## config.mk

```make
export PLATFORM = sky130hd
export DESIGN_NAME = wb_mem_arbiter
export DESIGN_NICKNAME = d
export VERILOG_FILES = /design/src/rtl/wb_mem_arbiter.sv
export SDC_FILE = /design/constraint.sdc
export NUM_CORES = 1
export LEC_CHECK = 0
export ABC_AREA = 1
export BUFFER_PORTS_ARGS = -buffer_cell sky130_fd_sc_hd__clkbuf_2
export CORE_AREA = 8 8 126 128
export CTS_CLUSTER_SIZE = 16
export DETAILED_ROUTE_END_ITERATION = 7
export DIE_AREA = 0 0 134 136
export GPL_ROUTABILITY_DRIVEN = 0
export PLACE_DENSITY_LB_ADDON = 0.3
export SLEW_MARGIN = 25
export SYNTH_ARGS = -nofsm -noshare
export SYNTH_HDL_FRONTEND = slang
export SYNTH_SLANG_ARGS = --single-unit
```

## constraint.sdc

```tcl
create_clock -name wb_clk_i -period 3 [get_ports wb_clk_i]
set_clock_uncertainty 0.15 [all_clocks]
set_input_delay 0 -clock wb_clk_i [delete_from_list [all_inputs] [get_ports wb_clk_i]]
set_output_delay 0 -clock wb_clk_i [all_outputs]
set_load 0.02 [all_outputs]
```

## src/rtl/wb_mem_arbiter.sv

```systemverilog
// Two-master Wishbone arbiter sharing one memory slave, alternating priority.
// Optional stall watchdog compiled in with WB_ARB_TIMEOUT_EN.
module wb_mem_arbiter #(
    parameter int unsigned dw             = 32,
    parameter int unsigned aw             = 32,
    parameter int unsigned timeout_cycles = 256
) (
    input  logic            wb_clk_i,
    input  logic            wb_rst_i,
    input  logic [aw-1:0]   m0_adr_i,
    input  logic [dw-1:0]   m0_dat_i,
    input  logic [dw/8-1:0] m0_sel_i,
    input  logic            m0_we_i,
    input  logic            m0_cyc_i,
    input  logic            m0_stb_i,
    input  logic [2:0]      m0_cti_i,
    input  logic [1:0]      m0_bte_i,
    output logic [dw-1:0]   m0_dat_o,
    output logic            m0_ack_o,
    output logic            m0_err_o,
    output logic            m0_rty_o,
    input  logic [aw-1:0]   m1_adr_i,
    input  logic [dw-1:0]   m1_dat_i,
    input  logic [dw/8-1:0] m1_sel_i,
    input  logic            m1_we_i,
    input  logic            m1_cyc_i,
    input  logic            m1_stb_i,
    input  logic [2:0]      m1_cti_i,
    input  logic [1:0]      m1_bte_i,
    output logic [dw-1:0]   m1_dat_o,
    output logic            m1_ack_o,
    output logic            m1_err_o,
    output logic            m1_rty_o,
    output logic [aw-1:0]   s_adr_o,
    output logic [dw-1:0]   s_dat_o,
    output logic [dw/8-1:0] s_sel_o,
    output logic            s_we_o,
    output logic [2:0]      s_cti_o,
    output logic [1:0]      s_bte_o,
    output logic            s_cyc_o,
    output logic            s_stb_o,
    input  logic [dw-1:0]   s_dat_i,
    input  logic            s_ack_i,
    input  logic            s_err_i,
    input  logic            s_rty_i,
    output logic [1:0]      grant_o
);

    typedef enum logic [1:0] {
        IDLE = 2'd0,
        OWN0 = 2'd1,
        OWN1 = 2'd2
    } state_e;

    state_e state_q;
    logic   last_m1_q;
    logic   stb_raw;
    logic   to_hit;

    // Ownership FSM; re-arbitration happens only from IDLE.
    always_ff @(posedge wb_clk_i) begin
        if (wb_rst_i) begin
            state_q   <= IDLE;
            last_m1_q <= 1'b1;
        end else begin
            case (state_q)
                IDLE: begin
                    if (m0_cyc_i && (!m1_cyc_i || last_m1_q)) begin
                        state_q   <= OWN0;
                        last_m1_q <= 1'b0;
                    end else if (m1_cyc_i) begin
                        state_q   <= OWN1;
                        last_m1_q <= 1'b1;
                    end
                end
                OWN0:    if (!m0_cyc_i) state_q <= IDLE;
                OWN1:    if (!m1_cyc_i) state_q <= IDLE;
                default: state_q <= IDLE;
            endcase
        end
    end

    assign grant_o  = {state_q == OWN1, state_q == OWN0};
    assign m0_dat_o = s_dat_i;
    assign m1_dat_o = s_dat_i;
    assign stb_raw  = (state_q == OWN0) ? m0_stb_i :
                      (state_q == OWN1) ? m1_stb_i : 1'b0;
    assign s_stb_o  = stb_raw & ~to_hit;

`ifdef WB_ARB_TIMEOUT_EN
    localparam int unsigned CW = 16;

    logic [CW-1:0] to_cnt_q;
    logic          stalled;

    assign stalled = stb_raw & ~(s_ack_i | s_err_i | s_rty_i);
    assign to_hit  = stb_raw && (to_cnt_q == CW'(timeout_cycles - 1));

    // Counts consecutive unterminated strobe cycles of the current owner.
    always_ff @(posedge wb_clk_i) begin
        if (wb_rst_i || !stalled || to_hit) begin
            to_cnt_q <= '0;
        end else begin
            to_cnt_q <= to_cnt_q + CW'(1);
        end
    end
`else
    logic [15:0] unused_timeout;

    assign unused_timeout = 16'(timeout_cycles);
    assign to_hit         = 1'b0;
`endif

    // Owner's request drives the slave; only the owner sees terminations.
    always_comb begin
        s_adr_o  = '0;
        s_dat_o  = '0;
        s_sel_o  = '0;
        s_we_o   = 1'b0;
        s_cti_o  = 3'b000;
        s_bte_o  = 2'b00;
        s_cyc_o  = 1'b0;
        m0_ack_o = 1'b0;
        m0_err_o = 1'b0;
        m0_rty_o = 1'b0;
        m1_ack_o = 1'b0;
        m1_err_o = 1'b0;
        m1_rty_o = 1'b0;
        case (state_q)
            OWN0: begin
                s_adr_o  = m0_adr_i;
                s_dat_o  = m0_dat_i;
                s_sel_o  = m0_sel_i;
                s_we_o   = m0_we_i;
                s_cti_o  = m0_cti_i;
                s_bte_o  = m0_bte_i;
                s_cyc_o  = m0_cyc_i;
                m0_ack_o = s_ack_i;
                m0_err_o = s_err_i | to_hit;
                m0_rty_o = s_rty_i;
            end
            OWN1: begin
                s_adr_o  = m1_adr_i;
                s_dat_o  = m1_dat_i;
                s_sel_o  = m1_sel_i;
                s_we_o   = m1_we_i;
                s_cti_o  = m1_cti_i;
                s_bte_o  = m1_bte_i;
                s_cyc_o  = m1_cyc_i;
                m1_ack_o = s_ack_i;
                m1_err_o = s_err_i | to_hit;
                m1_rty_o = s_rty_i;
            end
            default: ;
        endcase
    end

endmodule

```

Word level (Yosys, flattened, before mapping)
Index checks and enable logic that the tools add are counted.
{"block": "totals", "ff_bits": 3, "input_bits": 189, "out_inout_bits": 148}
{"block": "op_classes", "n_eq_ne": 5, "reduce_logical": 7, "n_mux": 22}
{"cell": "$pmux 32 s2", "count": 2}
{"cell": "$mux 1", "count": 10}
{"cell": "$mux 2", "count": 4}
{"cell": "$pmux 4 s2", "count": 1}
{"cell": "$pmux 2 s3", "count": 1}
{"cell": "$pmux 3 s2", "count": 1}
{"cell": "$ne 2x2->1 const B", "count": 2}
{"cell": "$pmux 1 s2", "count": 2}
{"cell": "$pmux 2 s2", "count": 1}
{"cell": "$ne 3x3->1 const B", "count": 1}
{"cell": "$reduce_and 3->1", "count": 1}
{"cell": "$eq 2x1->1 const B", "count": 1}
{"cell": "$eq 2x2->1 const B", "count": 1}
{"cell": "$logic_not 2->1", "count": 1}
{"cell": "$reduce_and 2->1", "count": 1}
{"cell": "$reduce_bool 2->1", "count": 1}
{"cell": "$logic_and 1x1->1", "count": 1}
{"cell": "$logic_not 1->1", "count": 1}
{"cell": "$logic_or 1x1->1", "count": 1}

Longest topological paths before layout
{"block": "logic_depth", "ltp_word": 5, "mapped_depth": 10, "depth_no_buf": 9}

Least setup slack after synthesis
OpenSTA, ideal clock, no wires.
{"block": "synth_path", "path_type": "reg-to-output", "startpoint": "register state_q[0]", "endpoint": "output port s_adr_o[0]", "arrival_ns": 1.446, "path_stages_with_launch": 7, "slack_ns": 1.404, "path_buffers": 2, "t_required_ns": 2.850, "path_cell_list": "dfxtp_1 > inv_1 > ha_1 > buf_4 > buf_2 > nand2_1 > a21oi_1"}
{"block": "synth_between", "elab_chain_cells": 2, "elab_cells_between_ends": 3, "classes_between": "eq/ne: 2; mux: 1"}
{"element": "start: declaration", "line_no": "55", "rtl": "state_e state_q;"}
{"element": "start signal: assignment", "line_no": "63", "rtl": "state_q <= IDLE;"}
{"element": "start signal: assignment", "line_no": "69", "rtl": "state_q <= OWN0;"}
{"element": "start signal: assignment", "line_no": "72", "rtl": "state_q <= OWN1;"}
{"element": "$eq 2x2->1"}
{"element": "net grant_o[1]", "line_no": "46", "rtl": "output logic [1:0] grant_o"}
{"element": "$pmux 32 s2", "line_no": "129", "rtl": "case (state_q)"}
{"element": "end: declaration", "line_no": "34", "rtl": "output logic [aw-1:0] s_adr_o,"}
The timed path passes the listed nets, and every way through them passes these cells.

Worst setup path in the final report
{"block": "layout_path", "startpoint": "register state_q[0]", "endpoint": "output port s_dat_o[2]"}
{"block": "layout_between", "elab_chain_cells": 2, "elab_cells_between_ends": 3, "classes_between": "eq/ne: 2; mux: 1"}
{"element": "$eq 2x2->1 / $eq 2x1->1 (equally long branches)", "line_no": "129"}
{"element": "$pmux 32 s2 *", "line_no": "129"}
{"element": "end: declaration", "line_no": "35", "rtl": "output logic [dw-1:0] s_dat_o,"}
Mark *: on every way between the ends. The rest lies on a longest branch, timed or not.

==> flow_summary_export.csv <==
group,metric,value,unit
status,status,"complete, no violations",
critical_path,worstSetupStartpointType,"flip-flop",
power,total_leakage_power,1.66,nW
drt,ant_nets,0,
drt,num_vias,2878,
yosys,seq_area_frac_synth,3.20,%
floorplan,die_w,134,µm
critical_path,critical_path.top_delay_family,"buffers and inverters",
cts,cts_setup_buffers,0,
cts,htree_levels,1,
worst_hold_path,hold_path_class,"input port to flip-flop",
sta,rsz0062_at_grt,"false",
sta,worst_pin_slew,0.650,ns
run,max_cap_viol_count,0,
critical_path,path_class,"flip-flop to primary output",
place,pre_cts_ws,1.07,ns
floorplan,boundaryPins,337,
grt,grt_max_degree,48,
place,numPlacedInstances,704,
grt,antenna_found_initial,0,
cts,clk_pin_slew,0.03,ns
power,power_density,562,nW/µm²
place,port_buffers,240,
floorplan,die_area,18200,µm²
critical_path,crit_path_max_incr_delay,0.48,ns
sta,final.setup.worst_slack,0.859,ns
floorplan,start_util,13.4,%
sta,tns,0,ns
cts,root_buffer,"clkbuf_16",
layout,layout-area-overhead-vs-synth,68.9,%
drt,drc,0,
yosys,synth.area.mux_share,0,%
critical_path,crit_buf_inv,4,
layout,mostFrequentLayoutCells,"clkbuf_2, nand2_1, a21oi_1",
yosys,syn_inst,363,
layout,drive_above_1_share,47.1,%
yosys,netlist.area_leader.share,32.4,%
layout,n_antenna_cell,0,
yosys,synth_fa_ha_area_share,2.67,%
layout,layout.cells.non_filler,742,
yosys,synthesis.area,1880,µm²
layout,nets,752,
grt,grt.total_usage,10.2,%
cts,clk_latency,0.23,ns
layout,layout_commonest_cell,"clkbuf_2",
grt,grt_remaining_overflow,0,
sta,slew_viol_final,0,
sta,max_slew_margin,56.6,%
power,total_power,1.78,mW
grt,grt_pass1_vias,2897,
drt,drt-vias-per-instance,3.88,
yosys,synth-seq-cells,3,
sta,max_freq,467,MHz
yosys,synthSimpleGateAreaFrac,35.8,%
critical_path,worstSetupEndpointType,"primary output",
floorplan,rows,44,
cts,post_cts_resized,0,
cts,clock_sinks,3,
place,hpwl,8220,µm
yosys,syn_avg_cell_area,5.17,µm²
yosys,synth-xor-area-share,0,%
sta,final_hold_viol_count,0,
yosys,syn_nets,556,
drt,drt_iter0_markers,158,
yosys,yosysUniqueCellTypes,17,
yosys,synth_compound_area_share,21.8,%
critical_path,crit_chain,"inv_1 > ha_1 > inv_2 > buf_4 > a21oi_1 > clkbuf_2",
drt,drt_first_pass_iters,5,
cts,cts_buffers,3,
sta,setup_viol,0,
yosys,synth_area_leaders,"nand2_1, buf_4, a21oi_1",
floorplan,die_y,136,µm
yosys,yosys_warnings,0,
power,ir_drop,254,µV
cts,cts.path.max_buffers,2,
sta,hold_ws,0.0540,ns
critical_path,cp_slowest_cell,"inv_2",
sta,fin_crit,2.14,ns
cts,cts_tree,"done",
sta,finalCritPeriodShare,71.4,%
grt,grt_pass1_wl,15200,µm
drt,routed_wl,10500,µm
yosys,synth_top_family_by_area,"buffers and inverters",
yosys,synth.largest_area_cell,"nand2_1",
critical_path,crit_required,2.85,ns
drt,wire_per_inst,14.2,µm
critical_path,path_max_fanout,32,
critical_path,arrival,1.99,ns
floorplan,core,14000,µm²
worst paths after layout:
kind,start,to,slack (ns),cells past startpoint
setup / recovery,state_q[0],s_dat_o[2],0.86,6
hold / removal,m0_cyc_i,state_q[1],0.05,6
setup reg to reg,state_q[1],state_q[1],1.35,9
hold reg to reg,last_m1_q,last_m1_q,0.40,2
through the flow:
stage,util [%],cell area [µm²]
2_1_floorplan,-,1880
3_3_place_gp,19.6,2750
3_5_place_dp,19.6,2750
4_1_cts,22.6,3170
5_1_grt,22.6,3170
6_report,22.6,3170
power breakdown:
group,internal [mW],total [mW],switching (mW)
clock,0.176,0.215,0.0392
combinational,0.458,1.51,1.05
sequential,0.0514,0.0582,0.00673
total,0.685,1.78,1.10
routing by layer:
layer	share of wire (%)	track usage (%)
met1	35	10.3
met2	53	19.7
met3	12	4.03
met4	0.82	1.12
met5	0	0
kinds of logic (layout without fill, tap and decap cells):
family | after synthesis | after routing
buffers and inverters | 103 | 298
adder cells (fa/ha/maj) | 4 | 4
AO/OA/AOI/OAI | 78 | 78
flip-flops | 3 | 3
AND/OR/NAND/NOR | 175 | 175
worst reg2reg max path, delay by kind of cell (launching register included):
kind	cells	cell delay, ns
buf+inv	2	0.15
simple gates	6	0.43
flops	1	0.32
fa+ha+maj	1	0.51
what timing repair did:
action                                  CTS  global route
hold buffers                             34             0
endpoints found under the hold margin    67             0
endpoints found under the setup margin    0             0
state kept, by name (all words and copies together) (netlist names):
register and cells:
last_m1_q 1, state_q 2
area by class of cell:
| cell class | count | area (µm²) |
|---|---|---|
| Sequential cell | 3 | 60.1 |
| Fill cell | 1674 | 10900 |
| Inverter | 14 | 52.6 |
| Clock buffer | 4 | 78.8 |
| Timing Repair Buffer | 280 | 1610 |
| Tap cell | 184 | 230 |
| Multi-Input combinational cell | 257 | 1130 |
cell usage after synthesis:
library cell / number
nand2_1: 162
a21oi_1: 70
buf_4: 67
buf_2: 17
inv_1: 13
nor2_1: 7
a21oi_2: 5
nand2_2: 5
ha_1: 4
dfxtp_1: 3
buf_6: 2
clkbuf_1: 2
o21ai_1: 2
buf_8: 1
inv_2: 1
nand3_1: 1
o21ai_0: 1
Note: power is estimated with default switching activity, not from simulation.
